[config.mk]
export PLATFORM = sky130hd
export DESIGN_NAME = fft_axi_wr_slave_flat
export DESIGN_NICKNAME = d
export VERILOG_FILES = /design/src/rtl/fft_axi_pkg.sv /design/src/rtl/fft_axi_wr_slave_if.sv /design/src/rtl/fft_axi_addr_gen.sv /design/src/rtl/fft_axi_wr_slave.sv /design/src/flat_wrapper.sv
export SDC_FILE = /design/constraint.sdc
export NUM_CORES = 1
export LEC_CHECK = 0
export ABC_AREA = 1
export BUFFER_PORTS_ARGS = -buffer_cell sky130_fd_sc_hd__buf_4
export CAP_MARGIN = 20
export CORE_MARGIN = 1
export CORE_UTILIZATION = 30
export DETAILED_ROUTE_END_ITERATION = 10
export HOLD_SLACK_MARGIN = 0.02
export PLACE_DENSITY = 0.54
export SLEW_MARGIN = 20
export SYNTH_ARGS = -nofsm -noshare
export SYNTH_HDL_FRONTEND = slang
export SYNTH_SLANG_ARGS = --single-unit
[constraint.sdc]
create_clock -name clk -period 2 [get_ports clk]
set_clock_uncertainty 0.1 [all_clocks]
set_input_delay 0.5 -clock clk [delete_from_list [all_inputs] [get_ports clk]]
set_output_delay 0.5 -clock clk [all_outputs]
set_load 0.03 [all_outputs]
[src/rtl/fft_axi_pkg.sv]
// Shared types for the FFT sample-memory AXI4 slaves.
package fft_axi_pkg;

  typedef enum logic [1:0] {
    FIXED = 2'b00,
    INCR  = 2'b01,
    WRAP  = 2'b10,
    RSVD  = 2'b11
  } burst_t;

  typedef enum logic [1:0] {
    OKAY   = 2'b00,
    SLVERR = 2'b10
  } resp_t;

  typedef enum logic [1:0] {
    IDLE,
    DATA,
    RESP
  } wr_state_t;

  // AXI4 WRAP bursts may only be 2, 4, 8 or 16 beats long.
  function automatic logic wrap_len_ok(input logic [7:0] len);
    return (len == 8'd1) || (len == 8'd3) || (len == 8'd7) || (len == 8'd15);
  endfunction

endpackage

[src/rtl/fft_axi_wr_slave_if.sv]
// AXI4 write-channel bundle (AW, W, B) between a master and the sample-memory slave.
interface fft_axi_wr_slave_if #(
  parameter int DATA_W = 16,
  parameter int ADDR_W = 12,
  parameter int ID_W   = 2
);
  import fft_axi_pkg::*;

  localparam int STRB_W = DATA_W / 8;

  logic [ADDR_W-1:0] AWADDR;
  logic [7:0]        AWLEN;
  logic [2:0]        AWSIZE;
  logic [1:0]        AWBURST;
  logic [ID_W-1:0]   AWID;
  logic              AWVALID;
  logic              AWREADY;

  logic [DATA_W-1:0] WDATA;
  logic [STRB_W-1:0] WSTRB;
  logic              WLAST;
  logic              WVALID;
  logic              WREADY;

  logic [ID_W-1:0]   BID;
  resp_t             BRESP;
  logic              BVALID;
  logic              BREADY;

  modport slave (
    input  AWADDR, AWLEN, AWSIZE, AWBURST, AWID, AWVALID,
    output AWREADY,
    input  WDATA, WSTRB, WLAST, WVALID,
    output WREADY,
    output BID, BRESP, BVALID,
    input  BREADY
  );

  modport master (
    output AWADDR, AWLEN, AWSIZE, AWBURST, AWID, AWVALID,
    input  AWREADY,
    output WDATA, WSTRB, WLAST, WVALID,
    input  WREADY,
    input  BID, BRESP, BVALID,
    output BREADY
  );

endinterface

[src/rtl/fft_axi_addr_gen.sv]
// Next-word-address generator for AXI bursts; shared with the read-channel slave.
module fft_axi_addr_gen
  import fft_axi_pkg::*;
#(
  parameter int MADDR_W = 11
) (
  input  logic [MADDR_W-1:0] addr_i,
  input  burst_t             burst_i,
  input  logic [7:0]         len_i,
  output logic [MADDR_W-1:0] addr_o
);

  logic [MADDR_W-1:0] addr_inc;
  logic [MADDR_W-1:0] wrap_mask;

  // Legal wrap lengths are 2^n-1, so AWLEN itself is the in-window offset mask.
  assign addr_inc  = addr_i + MADDR_W'(1);
  assign wrap_mask = MADDR_W'(len_i);

  // Select the next address by burst type; FIXED and reserved hold the address.
  always_comb begin
    addr_o = addr_i;
    case (burst_i)
      INCR:    addr_o = addr_inc;
      WRAP:    addr_o = (addr_i & ~wrap_mask) | (addr_inc & wrap_mask);
      default: addr_o = addr_i;
    endcase
  end

endmodule

[src/rtl/fft_axi_wr_slave.sv]
// AXI4 write slave that loads time-domain samples into the FFT sample memory
// and flags a completed frame to start the FFT core.
//
//   state | meaning
//   IDLE  | AWREADY high, waiting for a burst address
//   DATA  | WREADY high, accepting beats until the beat counter reaches AWLEN
//   RESP  | BVALID high, holding BID/BRESP until BREADY
module fft_axi_wr_slave
  import fft_axi_pkg::*;
#(
  parameter  int DATA_W  = 16,
  parameter  int ADDR_W  = 12,
  parameter  int ID_W    = 2,
  parameter  int SAMP_W  = 12,
  localparam int STRB_W  = DATA_W / 8,
  localparam int LSB     = $clog2(STRB_W),
  localparam int MADDR_W = ADDR_W - LSB
) (
  input  logic                clk,
  input  logic                Reset,
  fft_axi_wr_slave_if.slave   axi,
  input  logic [SAMP_W-1:0]   SAMP_NUMBER,
  output logic                MEM_WE,
  output logic [MADDR_W-1:0]  MEM_ADDR,
  output logic [DATA_W-1:0]   MEM_WDATA,
  output logic [STRB_W-1:0]   MEM_BE,
  output logic                FRAME_DONE
);

  localparam logic [ADDR_W-1:0] ALIGN_MASK = ADDR_W'((1 << LSB) - 1);

  wr_state_t          state_q, state_d;
  logic [MADDR_W-1:0] addr_q, addr_d, addr_nxt;
  logic [7:0]         len_q, len_d;
  logic [7:0]         beat_q, beat_d;
  burst_t             burst_q, burst_d;
  logic [ID_W-1:0]    id_q, id_d;
  logic               err_q, err_d;
  logic               we_q, we_d;
  logic [MADDR_W-1:0] maddr_q, maddr_d;
  logic [DATA_W-1:0]  wdata_q, wdata_d;
  logic [STRB_W-1:0]  be_q, be_d;
  logic [SAMP_W-1:0]  fcnt_q, fcnt_d;
  logic [SAMP_W-1:0]  samp_q, samp_d;
  logic               fdone_q, fdone_d;

  logic               aw_hs, w_hs, last_beat, wlast_bad, aw_err, wr_en;
  logic [SAMP_W-1:0]  samp_eff, fcnt_inc;

  // Ready/valid come from the registered state; AWREADY is also held off during reset.
  assign axi.AWREADY = (state_q == IDLE) && !Reset;
  assign axi.WREADY  = (state_q == DATA);
  assign axi.BVALID  = (state_q == RESP);
  assign axi.BID     = id_q;
  assign axi.BRESP   = ((state_q == RESP) && err_q) ? SLVERR : OKAY;

  assign MEM_WE     = we_q;
  assign MEM_ADDR   = maddr_q;
  assign MEM_WDATA  = wdata_q;
  assign MEM_BE     = be_q;
  assign FRAME_DONE = fdone_q;

  assign aw_hs     = axi.AWVALID && axi.AWREADY;
  assign w_hs      = axi.WVALID && (state_q == DATA);
  assign last_beat = (beat_q == len_q);
  assign wlast_bad = (axi.WLAST != last_beat);

  // Only AXI-legal bursts are written: full-width beats, no reserved type,
  // and WRAP with a legal length and a beat-aligned start.
  assign aw_err = (axi.AWSIZE != 3'(LSB))
               || (axi.AWBURST == RSVD)
               || ((axi.AWBURST == WRAP)
                   && (!wrap_len_ok(axi.AWLEN) || ((axi.AWADDR & ALIGN_MASK) != '0)));

  // Once an error is seen (including on this beat) the rest of the burst is dropped.
  assign wr_en = w_hs && !err_q && !wlast_bad && (|axi.WSTRB);

  // Frame length is taken from SAMP_NUMBER only at the start of a frame.
  assign samp_eff = (fcnt_q == '0) ? SAMP_NUMBER : samp_q;
  assign fcnt_inc = fcnt_q + SAMP_W'(1);

  fft_axi_addr_gen #(.MADDR_W(MADDR_W)) u_addr_gen (
    .addr_i  (addr_q),
    .burst_i (burst_q),
    .len_i   (len_q),
    .addr_o  (addr_nxt)
  );

  // Next-state, burst bookkeeping, memory write and frame counting.
  always_comb begin
    state_d = state_q;
    addr_d  = addr_q;
    len_d   = len_q;
    beat_d  = beat_q;
    burst_d = burst_q;
    id_d    = id_q;
    err_d   = err_q;
    we_d    = 1'b0;
    maddr_d = maddr_q;
    wdata_d = wdata_q;
    be_d    = be_q;
    fcnt_d  = fcnt_q;
    samp_d  = samp_q;
    fdone_d = 1'b0;

    case (state_q)
      IDLE: begin
        if (aw_hs) begin
          state_d = DATA;
          addr_d  = axi.AWADDR[ADDR_W-1:LSB];
          len_d   = axi.AWLEN;
          burst_d = burst_t'(axi.AWBURST);
          id_d    = axi.AWID;
          err_d   = aw_err;
          beat_d  = 8'd0;
        end
      end
      DATA: begin
        if (w_hs) begin
          beat_d = beat_q + 8'd1;
          addr_d = addr_nxt;
          err_d  = err_q || wlast_bad;
          if (last_beat) state_d = RESP;
        end
      end
      RESP: begin
        if (axi.BREADY) state_d = IDLE;
      end
      default: state_d = IDLE;
    endcase

    if (wr_en) begin
      we_d    = 1'b1;
      maddr_d = addr_q;
      wdata_d = axi.WDATA;
      be_d    = axi.WSTRB;
      if (samp_eff != '0) begin
        samp_d = samp_eff;
        if (fcnt_inc == samp_eff) begin
          fdone_d = 1'b1;
          fcnt_d  = '0;
        end else begin
          fcnt_d = fcnt_inc;
        end
      end
    end
  end

  // FSM state register.
  always_ff @(posedge clk) begin
    if (Reset) state_q <= IDLE;
    else       state_q <= state_d;
  end

  // Burst context, memory port and frame counter registers.
  always_ff @(posedge clk) begin
    if (Reset) begin
      addr_q  <= '0;
      len_q   <= '0;
      beat_q  <= '0;
      burst_q <= FIXED;
      id_q    <= '0;
      err_q   <= 1'b0;
      we_q    <= 1'b0;
      maddr_q <= '0;
      wdata_q <= '0;
      be_q    <= '0;
      fcnt_q  <= '0;
      samp_q  <= '0;
      fdone_q <= 1'b0;
    end else begin
      addr_q  <= addr_d;
      len_q   <= len_d;
      beat_q  <= beat_d;
      burst_q <= burst_d;
      id_q    <= id_d;
      err_q   <= err_d;
      we_q    <= we_d;
      maddr_q <= maddr_d;
      wdata_q <= wdata_d;
      be_q    <= be_d;
      fcnt_q  <= fcnt_d;
      samp_q  <= samp_d;
      fdone_q <= fdone_d;
    end
  end

endmodule

[src/flat_wrapper.sv]
// flat-port wrapper written by rule: the top's interface ports become plain ports
module fft_axi_wr_slave_flat import fft_axi_pkg::*;
#(
  parameter  int DATA_W  = 16,
  parameter  int ADDR_W  = 12,
  parameter  int ID_W    = 2,
  parameter  int SAMP_W  = 12,
  localparam int STRB_W  = DATA_W / 8,
  localparam int LSB     = $clog2(STRB_W),
  localparam int MADDR_W = ADDR_W - LSB
)
  (clk, Reset, SAMP_NUMBER, MEM_WE, MEM_ADDR, MEM_WDATA, MEM_BE, FRAME_DONE, axi_AWADDR, axi_AWLEN, axi_AWSIZE, axi_AWBURST, axi_AWID, axi_AWVALID, axi_AWREADY, axi_WDATA, axi_WSTRB, axi_WLAST, axi_WVALID, axi_WREADY, axi_BID, axi_BRESP, axi_BVALID, axi_BREADY);
  fft_axi_wr_slave_if #(.DATA_W(DATA_W), .ADDR_W(ADDR_W), .ID_W(ID_W)) axi_i ();
  input  logic clk;
  input  logic Reset;
  input  logic [SAMP_W-1:0] SAMP_NUMBER;
  output logic MEM_WE;
  output logic [MADDR_W-1:0] MEM_ADDR;
  output logic [DATA_W-1:0] MEM_WDATA;
  output logic [STRB_W-1:0] MEM_BE;
  output logic FRAME_DONE;
  input wire logic [$bits(axi_i.AWADDR)-1:0] axi_AWADDR;
  input wire logic [$bits(axi_i.AWLEN)-1:0] axi_AWLEN;
  input wire logic [$bits(axi_i.AWSIZE)-1:0] axi_AWSIZE;
  input wire logic [$bits(axi_i.AWBURST)-1:0] axi_AWBURST;
  input wire logic [$bits(axi_i.AWID)-1:0] axi_AWID;
  input wire logic [$bits(axi_i.AWVALID)-1:0] axi_AWVALID;
  output wire logic [$bits(axi_i.AWREADY)-1:0] axi_AWREADY;
  input wire logic [$bits(axi_i.WDATA)-1:0] axi_WDATA;
  input wire logic [$bits(axi_i.WSTRB)-1:0] axi_WSTRB;
  input wire logic [$bits(axi_i.WLAST)-1:0] axi_WLAST;
  input wire logic [$bits(axi_i.WVALID)-1:0] axi_WVALID;
  output wire logic [$bits(axi_i.WREADY)-1:0] axi_WREADY;
  output wire logic [$bits(axi_i.BID)-1:0] axi_BID;
  output wire logic [$bits(axi_i.BRESP)-1:0] axi_BRESP;
  output wire logic [$bits(axi_i.BVALID)-1:0] axi_BVALID;
  input wire logic [$bits(axi_i.BREADY)-1:0] axi_BREADY;
  assign axi_i.AWADDR = axi_AWADDR;
  assign axi_i.AWLEN = axi_AWLEN;
  assign axi_i.AWSIZE = axi_AWSIZE;
  assign axi_i.AWBURST = axi_AWBURST;
  assign axi_i.AWID = axi_AWID;
  assign axi_i.AWVALID = axi_AWVALID;
  assign axi_AWREADY = axi_i.AWREADY;
  assign axi_i.WDATA = axi_WDATA;
  assign axi_i.WSTRB = axi_WSTRB;
  assign axi_i.WLAST = axi_WLAST;
  assign axi_i.WVALID = axi_WVALID;
  assign axi_WREADY = axi_i.WREADY;
  assign axi_BID = axi_i.BID;
  assign axi_BRESP = axi_i.BRESP;
  assign axi_BVALID = axi_i.BVALID;
  assign axi_i.BREADY = axi_BREADY;
  fft_axi_wr_slave #(.DATA_W(DATA_W), .ADDR_W(ADDR_W), .ID_W(ID_W), .SAMP_W(SAMP_W)) u_core (.clk(clk), .Reset(Reset), .axi(axi_i), .SAMP_NUMBER(SAMP_NUMBER), .MEM_WE(MEM_WE), .MEM_ADDR(MEM_ADDR), .MEM_WDATA(MEM_WDATA), .MEM_BE(MEM_BE), .FRAME_DONE(FRAME_DONE));
endmodule
== Yosys cells after proc, flatten, opt, wreduce, memory -nomap -nowiden ==
Index checks and enable logic that the tools add are counted.
Word-level totals
  register bits: 89
  bits in latches: 0
  memories: 0
  memory bits (read-only): 0
  bits in writable memories: 0
Cells by class
  add/sub/neg operators: 3
  $mul: 0
  $lt $le $gt $ge: 0
  reduce and logical (&&, ||, !) cells: 30
  shifts and indexed selects: 0
  muxes and demuxes: 20
  bitwise gates (word level): 6
  equality and inequality tests: 19
  divide/modulo/power cells: 0
Operators by type and width (number)
  $pmux W11 S2: 2
  $mux W12: 2
  $mux W11: 2
  $mux W8: 2
  $pmux W8 S2: 1
  $add A12 B1 Y12 const B: 1
  $eq A12 B12 Y1: 1
  $logic_not A12 Y1: 1
  $reduce_bool A12 Y1: 1
  $add A11 B1 Y11 const B: 1
  $and A11 B11 Y11: 1
  $and A11 B8 Y11: 1
  $not A8 Y11: 1
  $or A11 B11 Y11: 1
  $mux W2: 5
  $add A8 B1 Y8 const B: 1
  $eq A2 B2 Y1 const B: 4
  $eq A8 B1 Y1 const B: 1
  $eq A8 B2 Y1 const B: 1
  $eq A8 B3 Y1 const B: 1
  $eq A8 B4 Y1 const B: 1
  $eq A8 B8 Y1: 1
  $logic_and A1 B1 Y1: 8
  $ne A2 B1 Y1 const B: 4
  other kinds (16): 33

== Longest topological paths before layout ==
Gate-level depths: netlist (run 1).
  word-level depth: 10
  mapped depth: 16

== Modules after synthesis ==
Synthesis (run 1) repeated with hierarchy kept, for this count alone.
Second synthesis, totals
  cells, all modules: 799
  area total of the unflattened synthesis: 5108.6 um^2
Modules (own cells, without submodules)
  fft_axi_wr_slave: cells each 686, sequential area each 1781.7 um^2, times used 1, area an instance 4578.1 um^2
  fft_axi_addr_gen: cells each 113, sequential area each 0.0 um^2, times used 1, area an instance 530.5 um^2

== Least setup slack after synthesis (run 1) ==
No wires, ideal clock.
  path kind: register to register
  from: register u_core.fcnt_q[0]
  to: register u_core.samp_q[4]
  data required time: 1.785 ns
  arrival: 1.867 ns
  setup time: 0.115 ns
  cell stages (with the launch flop): 16
  period minus slack after synthesis: 2.082 ns
  path slack: -0.082 ns
  cell sequence: dfxtp_1 > inv_1 > ha_1 > nand3_1 > nor2_4 > buf_4 > nand3b_1 > nand2_1 > nand2_1 > nor2_1 > nand3_2 > nand2_4 > inv_2 > buf_6 > o21ai_1 > nor2_1
Between the ends
  longest elaborated chain between the ends: 4
RTL lines
  from (decl): RTL line fft_axi_wr_slave.sv:43  | logic [SAMP_W-1:0] fcnt_q, fcnt_d;
  from (signal assigned): RTL line fft_axi_wr_slave.sv:182  | fcnt_q <= fcnt_d;
  $logic_not A12 Y1 (*): RTL line fft_axi_wr_slave.sv:79  | assign samp_eff = (fcnt_q == '0) ? SAMP_NUMBER : samp_q;
  $mux W12 (*): RTL line fft_axi_wr_slave.sv:79
  $reduce_bool A12 Y1: RTL line fft_axi_wr_slave.sv:137  | if (samp_eff != '0) begin
  $reduce_and A2 Y1 (no source line)
  to (signal assigned): RTL line fft_axi_wr_slave.sv:183  | samp_q <= samp_d;
  to (decl): RTL line fft_axi_wr_slave.sv:44  | logic [SAMP_W-1:0] samp_q, samp_d;
Every way passes the cells marked *; elsewhere a longest branch is shown, timed or not.
A chain may end at the register's enable or synchronous reset.

== Worst setup path in the final report (run 1) ==
  from: register u_core.fcnt_q[0]
  to: register u_core.samp_q[0]
The elaborated chain is that of the path after synthesis.

==> run metrics, run 1 <==
initial antenna violation count 0; CTS tree yes; Root Driver clkbuf_16; worst hold path type input port to register; Rows 46; core area ~0.016 sq mm; IO Count 101; Post-Layout Cell Count 1166; status complete, but fails checks; DR vias 5394; Setup TNS -5989 ps; H-tree levels 3; Fin. Hold Viols 0; Starting Density a little under a third; Gate Count Post-Synth ~740; grt total ovfl 0; CP Class register to register; CP Capture Type register; Yosys reg bits 89; Fmax 440.6 MHz; worst vdd ir 0.5511 mV; layout cell share with drive strength beyond 1 38.42%; Total GRT Usage 19.27%; synth-to-layout area growth 54.20%; fin crit share 113.5%; min Tclk post-route ~2300 ps; diodes inserted 0; crit path launch type register; Finished Core Util a little under half; number of nets with antenna violations after routing 0; Total Wirelength approximately 16000 um; DP Area about 0.0065 sq mm; die height 129.3 um; number of nets in the layout 1013; Hold WS about 260 ps; clk slew on worst S/H paths 70 ps; Power Density just under 900 mW/mm^2; Slew HR between 50 and 60%; CP max FO 7; Main synth FF type dfxtp_1; Seq/Total Area, Yosys between 30% and 40%; Initial DRT Pass Iterations 4; die area 0.01671 sq mm; final setup vio count 25; port buffer count just under 100; failing checks setup timing; Arrival @ worst endpoint 2410 ps; gpl congestion 0.8287; Max Slew Vio Count 0; Cells after DPL 1128; Avg WL per Cell between 10 and 15 um; synth warn 0; Worst-Margin Slew between 700 and 800 ps; fin area 0.007493 sq mm; Synth Cell Area about 0.0049 sq mm; Num CTS Buffers 9; RSZ-0062 raised after global routing true; global-route wire length before repair roughly 25000 um; post-synthesis cell type count between 40 and 50; Mean Syn Cell Area about 6.6 sq um; Clock Latency Late Sink about 350 ps; Via density about 4.6; Async SR Flop Fraction 0%; syn_nets about 800; largest net degree at the start of global routing between 60 and 70; Required @ worst endpoint around 2100 ps; Die X between 100 and 150 um; worst setup margin -269.8 ps; Bufs on Longest Clock Path 2; number of flops mapped to enable cells by yosys 0; vias in the first global route around 5100; Clock Sinks between 80 and 90; Lkg Pwr between 0.003 and 0.004 uW; reported max-cap violation count 0; CTS Hold Bufs 0; number of remaining DRC errors 0; dpl hpwl around 11000 um; initial DRC count about 300
metal layers:
layer / wire (um) / vias up / part of all wire, % / global-route usage (%)
met3: 806 / 12 / 5.1 / 4.707
met1: 7437 / 2449 / 47 / 25.64
met4: 170 / 0 / 1.1 / 4.291
met2: 7421 / 133 / 47 / 31.44
met5: 0 / - / 0 / 0
li1: - / 2800 / - / -
registers in the layout (all words and copies together) (netlist names), named ones only:
name               flops
u_core.beat_q          8
u_core.addr_q          4
u_core.burst_q         2
u_core.MEM_ADDR       11
u_core.err_q           1
u_core.fcnt_q         12
u_core.MEM_BE          2
u_core.state_q         2
u_core.samp_q         12
u_core.MEM_WDATA      16
u_core.len_q           8
u_core.MEM_WE          1
u_core.FRAME_DONE      1
u_core.axi.BID         2
synth_stat cells, drive strengths merged, types with 7 or more instances:
master	count	area share, %
o22ai	8	1.0
o21ai	61	6.3
a21oi	61	7.0
xor2	7	1.3
buf	10	1.6
dfxtp	89	37
nor3	11	1.2
nand3	55	5.8
clkbuf	16	1.2
nor2	106	9.3
inv	91	7.0
nand2	177	14
nand3b	9	1.4
metrics by stage:
step / total power [uW] / worst slack (ps)
detailed placement: 4294 / -322.5
CTS: 6208 / -196.4
finish: 6520 / -269.8
global route: 6917 / -324.0
global placement: 4295 / -267.1
floorplan: 3385 / 6.147
cell type report:
type	count	area, sq um
Fill cell	1612	8334
Multi-Input combinational cell	531	2973
Timing Repair Buffer	223	1812
Sequential cell	89	1800
Inverter	91	351.6
Tap cell	216	270.3
Clock buffer	10	239.0
Clock inverter	6	47.55
where the power goes:
group / internal (uW) / switching [uW] / total, uW / leakage, uW
clock: 891 / 790 / 1680 / 0.000140
combinational: 1210 / 1570 / 2770 / 0.00265
sequential: 1930 / 134 / 2070 / 0.000730
cells in the final DEF, fill, tap and decap left out, drive strengths merged, types with 2 or more instances in the layout:
cell / count
o21ai: 61
ha: 5
xnor2: 4
a21oi: 61
nand3: 55
a22oi: 2
xor2: 7
nor3: 11
clkbuf: 12
o22ai: 8
inv: 94
clkinv: 2
nor3b: 4
o31ai: 4
nand2: 178
buf: 221
nand4: 4
o211ai: 2
nand3b: 9
dfxtp: 89
nor2: 106
worst paths after layout:
path	from	end	slack, ps	cells past startpoint
max reg2reg	u_core.fcnt_q[0]	u_core.samp_q[0]	-270	15
min	axi_WDATA[9]	u_core.MEM_WDATA[9]	260	3
min reg2reg	u_core.MEM_BE[1]	u_core.MEM_BE[1]	370	2
max	u_core.fcnt_q[0]	u_core.samp_q[0]	-270	15
what timing repair did:
item / 4_1_cts / 5_1_grt
gates cloned: 3 / 2
pin swaps: 15 / 28
setup buffers: 13 / 7
gates resized for setup: 43 / 87
endpoints found under the setup margin: 55 / 69
cell families (layout without fill, tap and decap cells):
group,after synthesis,in the layout,synth area share (%)
xor gates and xnor gates,11,11,1.982
adders and majority gates,5,5,1.287
AOI/OAI and AO/OA,144,144,16.48
muxes,1,1,0.2060
and+or+nand+nor,368,369,33.42
DFF,89,89,36.66
other,1,1,0.07717
buffers and inverters,117,330,9.887
worst max-delay path, cell delays in order (launching register included):
cell and delay (ps):
dfxtp_2 340, inv_2 70, ha_4 140, nand3_4 70, nor2_4 170, buf_6 150, nand3b_1 190, nand2_2 120
nand2_1 60, nor2_2 120, nand3_2 100, nand2_4 140, inv_6 70, buf_12 140, o21ai_2 100, nor2_1 60
(Power assumes the default switching activity.)
==> inputs of run 2 (changes only) <==
- CELL_PAD_IN_SITES_DETAIL_PLACEMENT: default -> 1
- CELL_PAD_IN_SITES_GLOBAL_PLACEMENT: default -> 2
- CORE_UTILIZATION: 30 -> 27
- PLACE_DENSITY: 0.54 -> 0.8
==> run 2 against run 1 <==
Compared with the run above:
- the flow still finishes with violations (setup timing)
- clock power about the same
- count of clock-buffer cells in the layout decreased by 1
- die area increased by 11%
- worst setup slack improved by 28 ps
- global-route usage increased by 0.52 points
- highest routed layer unchanged
==> run metrics, run 2 (synthesis gave the netlist of run 1 again) <==
commonest non-fill, non-tap cell in the layout buf_4 (unchanged); delay-heaviest family, CP simple AND/OR/NAND/NOR gates (unchanged); RSZ-0062 raised after global routing true (unchanged); Total GRT Usage 19.80% (was 19.27%); DR vias 5521 (was 5394); die area 0.01854 sq mm (was 0.01671 sq mm); Hold WS 264.8 ps (was 258.0 ps); Max Slew Vio Count 0 (unchanged); number of nets with antenna violations after routing 0 (unchanged); dpl hpwl 13040 um (was 11120 um); Psw 2473 uW (was 2490 uW); Reg power frac 32.1% (was 31.7%); Setup TNS -5240 ps (was -5989 ps); global-route wire length before repair 28480 um (was 25080 um); Cells after DPL 1137 (was 1128); synth-to-layout area growth 52.47% (was 54.20%); Root Driver clkbuf_16 (unchanged); Die X 136.2 um (was 129.3 um); CTS Hold Bufs 0 (unchanged); Comb pwr share 41.9% (was 42.5%); Clock Sinks 89 (unchanged); switching share of power 38.35% (was 38.19%); H-tree levels 3 (unchanged); Via density 4.727 (was 4.626); CP Class register to register (unchanged); Starting Density 27.90% (was 30.70%); Post-Layout Cell Count 1168 (was 1166); Hold Crit Start axi_WDATA[6] (was axi_WDATA[9]); worst r2r src u_core.fcnt_q[0] (unchanged); Avg WL per Cell 15.66 um (was 13.58 um); core area 0.01742 sq mm (was 0.01583 sq mm); CP max FO 7 (unchanged); hold path depth 3 (unchanged); fin area 0.007410 sq mm (was 0.007493 sq mm); Num CTS Buffers 9 (unchanged); Fmax 446.1 MHz (was 440.6 MHz); initial antenna violation count 0 (unchanged); Fin. Hold Viols 0 (unchanged); Clock Latency Late Sink 360 ps (was 350 ps); number of nets in the layout 1006 (was 1013); max FFs per register 16 (unchanged); reg-to-reg endpoint u_core.fcnt_q[9] (was u_core.samp_q[0]); Total Wirelength 18290 um (was 15840 um); gpl congestion 0.7826 (was 0.8287); largest stage delay on the critical path 330 ps (was 340 ps); clk slew on worst S/H paths 70 ps (about the same); die height 136.2 um (was 129.3 um); worst setup margin -241.6 ps (was -269.8 ps); most frequent cells in the layout 200 x buf_4, 144 x nand2_1, 80 x nor2_1, 79 x inv_1, 74 x dfxtp_1 (was 205 x buf_4, 144 x nand2_1, 83 x nor2_1, 79 x inv_1, 76 x dfxtp_1); min Tclk post-route 2242 ps (was 2270 ps); CTS tree yes (unchanged); Arrival @ worst endpoint 2390 ps (was 2410 ps); worst path bufs/invs 4 (unchanged); Bufs on Longest Clock Path 2 (unchanged); worst hold path type input port to register (unchanged); final setup vio count 25 (unchanged); number of remaining DRC errors 0 (unchanged); Initial DRT Pass Iterations 5 (was 4); R2R depth 16 (was 15); critical path depth in cells 16 (was 15); IO Count 101 (unchanged); Finished Core Util 42.54% (was 47.34%); Fillers 2193 (was 1612); Lkg Pwr 0.003474 uW (was 0.003516 uW); port buffer count 99 (unchanged); Worst-Margin Slew 705.2 ps (was 727.6 ps); status complete, but fails checks (unchanged); initial DRC count 129 (was 301); crit path from u_core.fcnt_q[0] (unchanged); Required @ worst endpoint 2150 ps (was 2140 ps); largest net degree at the start of global routing 67 (unchanged); register-to-register setup slack -240 ps (was -270 ps); Rows 48 (was 46); WHS Endpoint u_core.MEM_WDATA[6] (was u_core.MEM_WDATA[9]); worst vdd ir 0.3458 mV (was 0.5511 mV); CP Capture Type register (unchanged); CP Cell Sequence inv_2 > ha_4 > nand3_4 > nor2_4 > buf_6 > nand3b_1 > nand2_1 > buf_4 > nand2_2 > nand2_1 > nand2_1 > nor2_2 > nand3_2 > buf_6 > nand2_1 > a21oi_2 (was inv_2 > ha_4 > nand3_4 > nor2_4 > buf_6 > nand3b_1 > nand2_2 > nand2_1 > nor2_2 > nand3_2 > nand2_4 > inv_6 > buf_12 > o21ai_2 > nor2_1); Clock power frac 26.0% (was 25.8%); Slew HR 52.99% (was 51.49%); Int Power 3977 uW (was 4030 uW); layout cell share with drive strength beyond 1 37.65% (was 38.42%); grt total ovfl 0 (unchanged); diodes inserted 0 (unchanged); failing checks setup timing (unchanged); DP Area 0.006614 sq mm (was 0.006528 sq mm); CP max stage cell dfxtp_2 (unchanged); vias in the first global route 5679 (was 5104); reported max-cap violation count 0 (unchanged); crit path launch type register (unchanged); fin crit share 112.1% (was 113.5%); Critical Path Most Common Cell nand2_1; Power Density 870.5 mW/mm^2 (was 870.1 mW/mm^2)
run 2: changes by cell type in the layout (fill, tap and decap cells not counted), moves of 5 or more:
cell,previous run,this run
buf_4,205,200
a21oi_2,20,15
o21ai_2,9,4
a21oi_1,41,46
buf_6,12,7
nand2_2,21,26
run 2: layout make-up:
cell class	instances	area, sq um	area share, %
repair buffers	217	1798	24.27
flip-flops and latches	89	1800	24.30
inverters	91	346.6	4.677
clock buffers	9	225.2	3.040
well taps	225	281.5	3.799
multi-input cells	530	2904	39.19
clock inverters	7	53.80	0.7261
run 2: per-layer routing:
metal  vias to the layer above  global-route usage (%)  part of all wire, %
li1                       2784                       -                    -
met4                         0                   7.654                  2.1
met1                      2609                   25.00                   46
met3                        24                   3.169                  3.6
met5                         -                       0                    0
met2                       104                   33.50                   48
run 2: metrics by stage:
stage | power [uW] | setup slack (ps)
final | 6450 | -241.6
after global routing | 6834 | -353.9
after CTS | 6272 | -210.6
after detailed placement | 4487 | -302.1
after global placement | 4459 | -254.0
after floorplan | 3385 | 6.147
run 2: worst reg2reg max path: stages, from the launching register on:
cell and delay [ps]:
dfxtp_2 330, inv_2 80, ha_4 150, nand3_4 70, nor2_4 180, buf_6 160
nand3b_1 150, nand2_1 130, buf_4 110, nand2_2 30, nand2_1 50, nand2_1 50
nor2_2 110, nand3_2 130, buf_6 170, nand2_1 80, a21oi_2 50
run 2: timing repair:
item | 4_1_cts | 5_1_grt
endpoints found under the setup margin | 55 | 66
gates resized for setup | 35 | 71
setup buffers | 8 | 3
gates cloned | 1 | 3
pin swaps | 12 | 20
run 2: how the worst max path moves through the flow:
stage | to | slack [ps]
2_1_floorplan | u_core.samp_q[4] | 6
3_3_place_gp | u_core.samp_q[0] | -250
3_5_place_dp | u_core.samp_q[11] | -300
4_1_cts | u_core.samp_q[6] | -210
5_1_grt | u_core.fcnt_q[7] | -350
6_report | u_core.fcnt_q[9] | -240
run 2: power by group through the flow:
stage               Combinational (uW)  Clock (uW)  Sequential [uW]
finish                            2700        1670             2070
global route                      2960        1780             2100
CTS                               2500        1710             2060
detailed placement                2390           0             2100
global placement                  2360           0             2100
floorplan                         1230           0             2160
